`config.mk`:
```
export PLATFORM = sky130hd
export DESIGN_NAME = swd_xfer_ctrl
export DESIGN_NICKNAME = d
export VERILOG_FILES = /design/src/rtl/swd_xfer_ctrl.sv
export SDC_FILE = /design/constraint.sdc
export NUM_CORES = 1
export LEC_CHECK = 0
export ABC_AREA = 1
export CAP_MARGIN = 0
export CORE_MARGIN = 5
export CORE_UTILIZATION = 41
export CTS_CLUSTER_SIZE = 12
export DETAILED_ROUTE_END_ITERATION = 16
export GPL_ROUTABILITY_DRIVEN = 0
export MAX_ROUTING_LAYER = met4
export PLACE_DENSITY = 0.74
export RECOVER_POWER = 25
export SETUP_SLACK_MARGIN = 0.02
export SYNTH_ARGS = -nofsm -noshare
export SYNTH_HDL_FRONTEND = slang
export SYNTH_SLANG_ARGS = --single-unit
export TNS_END_PERCENT = 20
```
`constraint.sdc`:
```
create_clock -name clk -period 1.5 [get_ports clk]
set_input_delay 0.3 -clock clk [delete_from_list [all_inputs] [get_ports clk]]
set_output_delay 0.3 -clock clk [all_outputs]
set_load 0.02 [all_outputs]
```
`src/rtl/swd_xfer_ctrl.sv`:
```
// swd_xfer_ctrl
//   Sequences one debug-port transfer at a time. It takes a command, hands it
//   to the SWD engine, retries on WAIT answers with an idle gap between tries,
//   and reports the final outcome on a ready/valid response channel.
//
// Ports
//   clk, rst_n                 clock, asynchronous active-low reset
//   cfg_retry_max, cfg_gap     WAIT retry limit and idle gap, read when used
//   abort                      level, cancels pending retries
//   cmd_*                      command channel (valid/ready)
//   rsp_*                      response channel (valid/ready)
//   swd_go / swd_done / swd_*  engine link: go is held until done falls
module swd_xfer_ctrl #(
  parameter int RETRY_W = 8,
  parameter int GAP_W   = 8
) (
  input  logic               clk,
  input  logic               rst_n,
  input  logic [RETRY_W-1:0] cfg_retry_max,
  input  logic [GAP_W-1:0]   cfg_gap,
  input  logic               abort,
  input  logic               cmd_valid,
  output logic               cmd_ready,
  input  logic [1:0]         cmd_addr32,
  input  logic               cmd_rnw,
  input  logic               cmd_apndp,
  input  logic [31:0]        cmd_wdata,
  output logic               rsp_valid,
  input  logic               rsp_ready,
  output logic [2:0]         rsp_ack,
  output logic [31:0]        rsp_rdata,
  output logic               rsp_err,
  output logic [RETRY_W-1:0] rsp_retries,
  output logic               rsp_aborted,
  output logic               swd_go,
  input  logic               swd_done,
  input  logic [2:0]         swd_ack,
  input  logic [31:0]        swd_dout,
  input  logic               swd_err,
  output logic [1:0]         swd_addr32,
  output logic               swd_rnw,
  output logic               swd_apndp,
  output logic [31:0]        swd_din
);

  typedef enum logic [2:0] {IDLE, ISSUE, BUSY, EVAL, GAP, RESP} state_t;

  localparam logic [2:0] ACK_OK   = 3'b100;
  localparam logic [2:0] ACK_WAIT = 3'b010;
  localparam logic [RETRY_W-1:0] RETRY_SAT = {RETRY_W{1'b1}};

  state_t             state_q, state_d;
  logic               cmd_ready_q, cmd_ready_d;
  logic               rsp_valid_q, rsp_valid_d;
  logic               swd_go_q, swd_go_d;
  logic [2:0]         rsp_ack_q, rsp_ack_d;
  logic [31:0]        rsp_rdata_q, rsp_rdata_d;
  logic               rsp_err_q, rsp_err_d;
  logic [RETRY_W-1:0] rsp_retries_q, rsp_retries_d;
  logic               rsp_aborted_q, rsp_aborted_d;
  logic [1:0]         swd_addr32_q, swd_addr32_d;
  logic               swd_rnw_q, swd_rnw_d;
  logic               swd_apndp_q, swd_apndp_d;
  logic [31:0]        swd_din_q, swd_din_d;
  logic [RETRY_W-1:0] retry_cnt_q, retry_cnt_d;
  logic [GAP_W-1:0]   gap_cnt_q, gap_cnt_d;

  logic ack_ok, ack_wait;

  // FAULT and malformed acks both take the plain "report" path, so only OK
  // and WAIT need their own decode.
  assign ack_ok   = (swd_ack == ACK_OK);
  assign ack_wait = (swd_ack == ACK_WAIT);

  always_comb begin
    state_d       = state_q;
    rsp_ack_d     = rsp_ack_q;
    rsp_rdata_d   = rsp_rdata_q;
    rsp_err_d     = rsp_err_q;
    rsp_retries_d = rsp_retries_q;
    rsp_aborted_d = rsp_aborted_q;
    swd_addr32_d  = swd_addr32_q;
    swd_rnw_d     = swd_rnw_q;
    swd_apndp_d   = swd_apndp_q;
    swd_din_d     = swd_din_q;
    retry_cnt_d   = retry_cnt_q;
    gap_cnt_d     = gap_cnt_q;

    case (state_q)
      IDLE: begin
        if (cmd_valid && cmd_ready_q) begin
          swd_addr32_d = cmd_addr32;
          swd_rnw_d    = cmd_rnw;
          swd_apndp_d  = cmd_apndp;
          swd_din_d    = cmd_wdata;
          retry_cnt_d  = '0;
          state_d      = ISSUE;
        end
      end
      // done may still be high from the previous transfer because of the
      // engine's go synchroniser; only its fall means the engine has started.
      ISSUE: begin
        if (!swd_done) state_d = BUSY;
      end
      BUSY: begin
        if (swd_done) state_d = EVAL;
      end
      EVAL: begin
        if (ack_wait && !abort && (retry_cnt_q < cfg_retry_max)) begin
          retry_cnt_d = (retry_cnt_q == RETRY_SAT) ? RETRY_SAT : retry_cnt_q + RETRY_W'(1);
          gap_cnt_d   = cfg_gap;
          // A zero gap goes straight back to ISSUE without visiting GAP.
          state_d     = (cfg_gap == '0) ? ISSUE : GAP;
        end else begin
          rsp_ack_d     = swd_ack;
          rsp_retries_d = retry_cnt_q;
          rsp_rdata_d   = swd_rnw_q ? swd_dout : 32'h0;
          rsp_err_d     = ack_ok ? swd_err : 1'b1;
          rsp_aborted_d = ack_wait && abort;
          state_d       = RESP;
        end
      end
      // GAP is only ever entered after a WAIT, so an abort here reports WAIT.
      GAP: begin
        if (abort) begin
          rsp_ack_d     = ACK_WAIT;
          rsp_retries_d = retry_cnt_q;
          rsp_rdata_d   = 32'h0;
          rsp_err_d     = 1'b1;
          rsp_aborted_d = 1'b1;
          state_d       = RESP;
        end else begin
          gap_cnt_d = (gap_cnt_q != '0) ? gap_cnt_q - GAP_W'(1) : '0;
          if (gap_cnt_q <= GAP_W'(1)) state_d = ISSUE;
        end
      end
      RESP: begin
        if (rsp_ready) state_d = IDLE;
      end
      default: state_d = IDLE;
    endcase
  end

  // Handshake outputs are registered from the next state so they are glitch
  // free, low during reset, and cmd_ready rises one edge after reset release.
  assign cmd_ready_d = (state_d == IDLE);
  assign rsp_valid_d = (state_d == RESP);
  assign swd_go_d    = (state_d == ISSUE);

  always_ff @(posedge clk or negedge rst_n) begin
    if (!rst_n) begin
      state_q       <= IDLE;
      cmd_ready_q   <= 1'b0;
      rsp_valid_q   <= 1'b0;
      swd_go_q      <= 1'b0;
      rsp_ack_q     <= '0;
      rsp_rdata_q   <= '0;
      rsp_err_q     <= 1'b0;
      rsp_retries_q <= '0;
      rsp_aborted_q <= 1'b0;
      swd_addr32_q  <= '0;
      swd_rnw_q     <= 1'b0;
      swd_apndp_q   <= 1'b0;
      swd_din_q     <= '0;
      retry_cnt_q   <= '0;
      gap_cnt_q     <= '0;
    end else begin
      state_q       <= state_d;
      cmd_ready_q   <= cmd_ready_d;
      rsp_valid_q   <= rsp_valid_d;
      swd_go_q      <= swd_go_d;
      rsp_ack_q     <= rsp_ack_d;
      rsp_rdata_q   <= rsp_rdata_d;
      rsp_err_q     <= rsp_err_d;
      rsp_retries_q <= rsp_retries_d;
      rsp_aborted_q <= rsp_aborted_d;
      swd_addr32_q  <= swd_addr32_d;
      swd_rnw_q     <= swd_rnw_d;
      swd_apndp_q   <= swd_apndp_d;
      swd_din_q     <= swd_din_d;
      retry_cnt_q   <= retry_cnt_d;
      gap_cnt_q     <= gap_cnt_d;
    end
  end

  assign cmd_ready   = cmd_ready_q;
  assign rsp_valid   = rsp_valid_q;
  assign swd_go      = swd_go_q;
  assign rsp_ack     = rsp_ack_q;
  assign rsp_rdata   = rsp_rdata_q;
  assign rsp_err     = rsp_err_q;
  assign rsp_retries = rsp_retries_q;
  assign rsp_aborted = rsp_aborted_q;
  assign swd_addr32  = swd_addr32_q;
  assign swd_rnw     = swd_rnw_q;
  assign swd_apndp   = swd_apndp_q;
  assign swd_din     = swd_din_q;

endmodule

```
Yosys cells after proc, flatten, opt, wreduce, memory -nomap -nowiden --
Cells that the tools add are included.
Storage, ports and cells: output and inout port bits 84, register bits after elaboration 103, bits of input ports 94, word-level logic and storage cells 82
Operators by class: equality and inequality tests 15, multiplexer cells 33, reduce and logical (&&, ||, !) cells 15, add/subtract/negate cells 2, $lt $le $gt $ge 2
Operators with widths (count):
- 32-bit 2-to-1 mux | 3
- 8-bit 2-to-1 mux | 8
- 32-bit case mux with 2 select lines | 1
- 8-bit case mux with 2 select lines | 3
- 3-bit 2-to-1 mux | 10
- 3-bit case mux with 6 select lines | 1
- 3-bit == test, second input constant | 4
- 2-bit != test, second input constant | 5
- 3-bit by 2-bit == test with 1-bit output, second input constant | 3
- 3-bit AND reduction | 3
- 8-bit by 1-bit adder with 8-bit output, second input constant | 1
- 8-bit == test, second input constant | 1
- 8-bit by 1-bit less-or-equal comparator with 1-bit output, second input constant | 1
- 8-bit logical NOT | 1
- 8-bit less-than comparator | 1
- 8-bit nonzero test | 1
- 8-bit by 1-bit subtractor with 8-bit output, second input constant | 1
- 3-bit by 1-bit == test with 1-bit output, second input constant | 2
- 3-bit logical NOT | 2
- 3-bit case mux with 2 select lines | 1
- 1-bit logical AND | 4
- 1-bit 2-to-1 mux | 4
- 1-bit case mux with 2 select lines | 2
- 2-bit nonzero test | 2
- 2 further kinds | 2

Logic depth before layout (Yosys ltp) --
Gate-level depths: netlist of the first run.
depth in word-level cells 6, gate-level depth with buffers 13

Least setup slack after synthesis of the first run --
OpenSTA, ideal clock, no wires.
path kind register to register, from register retry_cnt_q[7], to register rsp_aborted_q, in the netlist rsp_aborted, period minus slack after synthesis 1627 ps, setup slack -127 ps, cell stages (with the launch flop) 12, required time 1383 ps, path buffers 1, data arrival time 1510 ps, path through dfrtp_1 > ha_1 > nand2_1 > nand2_1 > nor2_1 > o21a_2 > nand2_2 > nand2_4 > nand2_2 > buf_2 > nand2_1 > nand2_1
On the way: word-level cells in the longest chain between the ends 4
Ends and longest elaborated chain:
- start: declaration | RTL line 65 | logic [RETRY_W-1:0] retry_cnt_q, retry_cnt_d;
- start signal: assignment | RTL line 181 | retry_cnt_q <= retry_cnt_d;
- 8-bit less-than comparator | RTL line 109 | if (ack_wait && !abort && (retry_cnt_q < cfg_retry_max)) begin
- 1-bit logical AND | RTL line 109
- 2-bit != test (no source line)
- 3-bit AND reduction (no source line)
- end signal: assignment | RTL line 176 | rsp_aborted_q <= rsp_aborted_d;
- end: declaration | RTL line 60 | logic rsp_aborted_q, rsp_aborted_d;
Every way passes these cells. A chain may end at the register's enable or synchronous reset.

Worst setup path in the final report of the first run --
from register retry_cnt_q[7], to register gap_cnt_q[0]
On the way: word-level cells in the longest chain between the ends 4
Ends and longest elaborated chain:
- 8-bit less-than comparator | RTL line 109
- 1-bit logical AND | RTL line 109
- 2-bit != test (no source line)
- 3-bit AND reduction (no source line)
- end signal: assignment | RTL line 182 | gap_cnt_q <= gap_cnt_d;
- end: declaration | RTL line 66 | logic [GAP_W-1:0] gap_cnt_q, gap_cnt_d;
Every way passes these cells.

==> flow_metrics.py, run 1 <==
metrics = {
    "cts": {
        "insertion_delay_ns": 0.35,
        "clk_pin_slew_ns": 0.08,
        "cts_tree": "yes",
        "numCtsBuffers": 9,
        "clk_path_buf_depth": 2,
        "cts_root_buf": "clkbuf_16",
        "clock_sinks": 103,
        "h-tree-depth": 3,
    },
    "pwr": {
        "powerDensity_nw_per_um2": 1700,
        "clkPwrFrac_pct": 18.2,
        "power_frac_seq_pct": 32.9,
        "peakVddDrop_mv": 1.00,
        "power.share.combinational_pct": 48.9,
        "power.total_w": 0.0134,
        "p_switching_w": 0.00539,
        "p_sw_share_pct": 40.3,
        "p_leak_nw": 4.08,
        "intPower_w": 0.00800,
    },
    "job": {
        "cap_violations": 0,
    },
    "floorplanning": {
        "die_h_um": 121,
        "io_pins": 178,
        "die_area_um2": 14500,
        "design.core.area_um2": 12000,
        "initial_core_util_pct": 41.8,
        "num_rows": 40,
        "die_w_um": 121,
    },
    "worst_hold_path": {
        "hold_path.class": "input pin to asynchronous set/reset pin",
    },
    "route": {
        "drt-initial-drc-count": 262,
        "vias": 4847,
        "drt-total-wl_um": 15100,
        "antenna_left": 0,
        "drcViolationCount": 0,
        "first_pass_iters": 4,
        "routed_via_density": 5.04,
        "drt-wirelength-per-cell_um": 15.7,
    },
    "global_routing": {
        "grt_pass1_vias": 5005,
        "gr-total-overflow": 0,
        "grt_start_max_net_pins": 44,
        "grt_pass1_wl_um": 24300,
        "grtUsageTotal_pct": 21.2,
        "antenna_found_initial": 0,
    },
    "final_layout": {
        "insertedDiodeCount": 0,
        "fill_cells": 1030,
        "multi_input_area_um2": 2420,
        "drive_above_1_share_pct": 22.5,
        "layout.nets": 915,
        "final_cells": 962,
        "syn_to_final_growth_pct": 56.8,
        "seqCellArea_um2": 2580,
        "fin_util_pct": 65.4,
    },
    "status": {
        "status": "complete, but fails checks",
        "violations": "setup timing",
    },
    "synth": {
        "ys_ff_latch": 103,
        "synth_edf_count": 0,
        "synth_area_um2": 5010,
        "synth_most_common_cell": "nand2_1",
        "syn_avg_cell_area_um2": 8.44,
        "async_reset_ff_share_pct": 100,
        "ys.flop_type": "dfrtp_1",
        "synth_top_area_share_pct": 51.4,
        "synth_top_area_cell": "dfrtp_1",
        "ys_top_cells_by_count": "194 x nand2_1, 103 x dfrtp_1, 65 x nand3_1",
        "ys_types": 28,
        "synth_fp_nets": 699,
        "synthTopCellsByArea": "dfrtp_1 51%, nand2_1 15%, mux2_2 8.1%",
        "synthCells": 594,
        "synth-warning-count": 0,
        "seq_area_frac_synth_pct": 51.4,
    },
    "sta": {
        "holdWs_ns": 0.478,
        "period_needed_ns": 1.72,
        "grt_setup_unrepaired": "yes",
        "fmaxAchievable_mhz": 582,
        "period_share_pct": 115,
        "tightest_slew_ns": 0.562,
        "maxSlewViolCount": 0,
        "finalSetupViolCount": 66,
        "setup_slack_ns": -0.218,
        "fin_skew_ns": 0.00930,
        "slew-limit-headroom_pct": 62.5,
        "hold_viol_final": 0,
    },
    "critical_path": {
        "startpoint_type": "flop",
        "cp-end-kind": "flop",
        "cpMaxStageDelayCell": "dfrtp_1",
        "cp.arrival_ns": 1.94,
        "cp.required_ns": 1.73,
        "slowest_delay_ns": 0.42,
        "cp_cell_sequence": "ha_4 > nand2_2 > nand2_1 > nor2_1 > o21a_2 > buf_6 > nand3_4 > nand2_4 > o21ai_1",
        "crit_type": "flop to flop",
        "path_max_fanout": 7,
    },
    "place": {
        "dp_hpwl_um": 10700,
        "io_buffers": 177,
        "dp_cells": 932,
    },
}
layout by cell type, fill, tap and decap left out, types with 8 or more instances in the layout:
master and instances:
nand2_1 154, dfrtp_1 103, dlygate4sd2_1 90, clkdlybuf4s50_1 85
nor2_1 63, nand3_1 62, nand2_2 39, mux2_2 36
buf_4 34, inv_1 29, o21ai_0 14, clkbuf_16 12
inv_2 11, o21ai_1 8, ha_1 8, buf_6 8
power groups by stage:
stage,sequential (W),clock [W],combinational [W]
finish,0.00440,0.00244,0.00654
global route,0.00455,0.00265,0.00711
CTS,0.00441,0.00252,0.00628
detailed placement,0.00448,0,0.00666
global placement,0.00442,0,0.00650
floorplan,0.00548,0,0.00255
repair_timing:
action	CTS	global route
hold buffers	1	0
setup endpoints to repair	150	102
cloned	3	3
endpoints found under the hold margin	20	0
pin swaps	19	15
setup buffers	6	1
resized for setup	126	45
flip-flops by register name (all words and copies together), names as in the netlist:
name and flops:
retry_cnt_q 8, rsp_retries 8, swd_go 1, gap_cnt_q 8
swd_rnw 1, rsp_err 1, rsp_valid 1, state_q 3
rsp_rdata 32, rsp_aborted 1, swd_apndp 1, swd_addr32 2
swd_din 32, cmd_ready 1, rsp_ack 3
kinds of logic after synthesis:
group / share of synthesized area (%)
adders and majority gates: 2.74
and+or+nand+nor: 27.8
xor gates and xnor gates: 0.349
buffers and inverters: 5.64
muxes: 8.08
DFF: 51.4
AOI/OAI and AO/OA: 3.94
path summary, 6_finish.rpt:
kind                                            endpoint  cells past startpoint  slack (ns)                  startpoint
worst max-delay path            gap_cnt_q[0]$_DFFE_PN0P_                      9       -0.22  retry_cnt_q[7]$_DFFE_PN0P_
worst min-delay path               swd_apndp$_DFFE_PN0P_                      2        0.48                       rst_n
worst max register to register  gap_cnt_q[0]$_DFFE_PN0P_                      9       -0.22  retry_cnt_q[7]$_DFFE_PN0P_
worst min register to register    swd_din[0]$_DFFE_PN0P_                      1        0.50      swd_din[0]$_DFFE_PN0P_
max in group asynchronous        swd_din[17]$_DFFE_PN0P_                      3        0.22                       rst_n
min in group clk                  swd_din[0]$_DFFE_PN0P_                      1        0.50      swd_din[0]$_DFFE_PN0P_
critical path: cells and delay by family (launching register included):
family / cells / cell delay (ns)
flip-flops: 1 / 0.42
AO/OA/AOI/OAI: 2 / 0.25
AND/OR/NAND/NOR: 5 / 0.59
adder cells (fa/ha/maj): 1 / 0.23
buffers and inverters: 1 / 0.11
cell type report:
type	instances	share of cell area (%)
flip-flops and latches	103	32.8
multi-input cells	426	30.7
repair buffers	229	28.2
clock buffers	10	3.04
well taps	147	2.34
inverters	41	1.99
clock inverters	6	0.939
per-stage QoR:
stage	worst slack (ns)	setup TNS, ns	area, um2
floorplan	-0.0739	-3.37	5040
finish	-0.218	-12.47	7860
CTS	-0.197	-10.86	7670
global route	-0.307	-19.22	7860
global placement	-0.601	-41.78	7240
detailed placement	-0.706	-47.33	7240
metal layers:
layer / part of all wire, % / wire (um) / vias up / GRT usage (%)
met2: 50 / 7530 / 187 / 35.2
met1: 41 / 6250 / 2295 / 25.6
met5: 0 / 0 / - / -
met4: 1.7 / 260 / 0 / 6.09
met3: 7.0 / 1060 / 27 / 5.66
li1: - / - / 2338 / -
Note: power is estimated with default switching activity, not from simulation.
==> run 2: changes to the inputs <==
Settings changed: ABC_AREA 1 to unset.
==> flow_metrics.py, run 2 <==
metrics = {
    "final_layout": {
        "layout.nets": 787,
        "fin_util_pct": 66.1,
        "seqCellArea_um2": 2580,
        "syn_to_final_growth_pct": 60.2,
        "layout_common_cells": "103 x dfrtp_1, 90 x dlygate4sd2_1, 85 x clkdlybuf4s50_1",
        "insertedDiodeCount": 0,
        "layout_commonest_cell": "dfrtp_1",
        "fill_cells": 959,
        "multi_input_area_um2": 2310,
        "drive_above_1_share_pct": 26.0,
    },
    "place": {
        "io_buffers": 177,
        "dp_hpwl_um": 10200,
        "place_worst_setup_slack_ns": -1.00,
    },
    "global_routing": {
        "grt_pass1_vias": 4714,
        "grt_start_max_net_pins": 104,
        "grt_pass1_wl_um": 23300,
        "grtUsageTotal_pct": 20.6,
        "antenna_found_initial": 0,
        "gr-total-overflow": 0,
    },
    "sta": {
        "period_share_pct": 137,
        "tightest_slew_ns": 1.32,
        "period_needed_ns": 2.06,
        "setup_slack_ns": -0.556,
        "maxSlewViolCount": 0,
        "tns_ns": -34.56,
        "finalSetupViolCount": 102,
        "grt_setup_unrepaired": "yes",
        "fin_skew_ns": 0.00764,
        "slew-limit-headroom_pct": 12.2,
        "hold_viol_final": 0,
        "fmaxAchievable_mhz": 486,
    },
    "floorplanning": {
        "num_rows": 40,
        "die_w_um": 119,
        "die_area_um2": 14200,
        "design.core.area_um2": 11900,
        "die_h_um": 119,
        "io_pins": 178,
        "initial_core_util_pct": 41.3,
    },
    "critical_path": {
        "cp.required_ns": 1.73,
        "crit_type": "flop to flop",
        "crit_path_start": "retry_cnt_q[7]$_DFFE_PN0P_",
        "cp-end-kind": "flop",
        "startpoint_type": "flop",
        "rr_startpoint": "retry_cnt_q[7]$_DFFE_PN0P_",
        "cp.arrival_ns": 2.29,
        "path_max_fanout": 9,
    },
    "cts": {
        "cts_root_buf": "clkbuf_16",
        "cts_tree": "yes",
        "clk_path_buf_depth": 2,
        "insertion_delay_ns": 0.34,
        "clock_sinks": 103,
        "h-tree-depth": 3,
        "numCtsBuffers": 9,
        "clk_pin_slew_ns": 0.07,
    },
    "synth": {
        "synth_most_common_cell": "dfrtp_1",
        "ys_types": 57,
        "synth_fp_nets": 538,
        "syn_avg_cell_area_um2": 11.3,
        "synth_top_area_share_pct": 52.6,
        "synth-warning-count": 0,
        "ys.flop_type": "dfrtp_1",
        "synth_area_um2": 4900,
        "synthCells": 433,
        "ys_ff_latch": 103,
        "seq_area_frac_synth_pct": 52.6,
        "async_reset_ff_share_pct": 100,
        "ys_top_cells_by_count": "103 x dfrtp_1, 80 x nand2_1, 45 x mux2_2",
        "synth_edf_count": 0,
        "synth_top_area_cell": "dfrtp_1",
        "synthTopCellsByArea": "dfrtp_1 53%, mux2_2 10%, mux2i_1 7.6%",
    },
    "route": {
        "first_pass_iters": 4,
        "drt-initial-drc-count": 236,
        "antenna_left": 0,
        "routed_via_density": 5.14,
        "drt-wirelength-per-cell_um": 17.3,
        "drcViolationCount": 0,
        "drt-total-wl_um": 14400,
        "vias": 4275,
    },
    "worst_hold_path": {
        "hold_path.class": "input pin to asynchronous set/reset pin",
    },
    "pwr": {
        "powerDensity_nw_per_um2": 1730,
        "p_leak_nw": 3.97,
        "peakVddDrop_mv": 0.852,
    },
    "status": {
        "violations": "setup timing",
        "status": "complete, but fails checks",
    },
    "job": {
        "cap_violations": 0,
    },
}
[run 2: changes by cell type in the layout (fill, tap and decap cells not counted), moves of 9 or more]
cell | previous run | this run
buf_4 | 34 | 74
inv_1 | 29 | 12
mux2_4 | 0 | 9
mux2i_1 | 0 | 37
nand2_1 | 154 | 79
nand2_2 | 39 | 1
nand3_1 | 62 | 2
nor2_1 | 63 | 13
o21ai_0 | 14 | 5
[run 2: metrics by stage]
stage          cell area (um2)  power [W]  instances  hold WS, ns
2_1_floorplan             4940    0.00810        433      0.00441
3_3_place_gp              7430     0.0114        811        0.407
3_5_place_dp              7430     0.0116        811        0.414
4_1_cts                   7800     0.0137        830       0.0515
5_1_grt                   7850     0.0144        832        0.464
6_report                  7850     0.0136        832        0.313
[run 2: metal layers]
metal	up-vias	GRT usage (%)	wire length, um
met5	-	-	0
met4	0	6.87	284
met3	23	4.42	985
met2	160	34.3	7200
met1	2070	25.1	5930
li1	2022	-	-
[run 2: cells by family (layout without fill, tap and decap cells)]
kind of cell,after synthesis,after routing,share of synthesized area (%)
DFF,103,103,52.6
and+or+nand+nor,130,130,12.2
AOI/OAI and AO/OA,64,64,10.4
adders and majority gates,11,11,2.81
muxes,82,82,17.9
buffers and inverters,43,295,4.11
[run 2: timing repair]
item / CTS / global route
hold endpoints to repair: 0 / 0
buffers inserted: 6 / 2
hold buffers: 0 / 0
pin swaps: 14 / 8
resized for setup: 129 / 9
endpoints found under the setup margin: 186 / 102
[run 2: final timing paths]
kind / to / slack (ns) / cells past startpoint
max in group asynchronous: rsp_retries[4]$_DFFE_PN0P_ / 0.31 / 2
hold reg to reg: rsp_aborted$_DFFE_PN0P_ / 0.49 / 1
min in group clk: rsp_aborted$_DFFE_PN0P_ / 0.49 / 1
setup / recovery: retry_cnt_q[5]$_DFFE_PN0P_ / -0.56 / 7
setup reg to reg: retry_cnt_q[5]$_DFFE_PN0P_ / -0.56 / 7
hold / removal: gap_cnt_q[6]$_DFFE_PN0P_ / 0.31 / 2
[run 2: layout make-up]
type | instances | share of cell area (%)
clock buffer | 9 | 2.87
clock inverter | 5 | 1.07
inverter | 18 | 0.861
multi-input combinational | 287 | 29.4
sequential | 103 | 32.8
tap | 147 | 2.34
timing repair buffer | 263 | 30.6
[run 2: worst max-delay path, cell delays in order, from the launching register on]
cell and delay (ns):
dfrtp_1 0.42, ha_4 0.28, a211oi_4 0.24, o2111a_1 0.22, o31a_1 0.22, buf_6 0.17, a21oi_1 0.10, a311oi_2 0.31
[run 2: power breakdown]
| part | switching, W | internal, W | leakage, nW |
|---|---|---|---|
| sequential | 0.000538 | 0.00383 | 1.31 |
| clock | 0.00104 | 0.00145 | 0.144 |
| combinational | 0.00354 | 0.00321 | 2.51 |
| total | 0.00512 | 0.00849 | 3.97 |
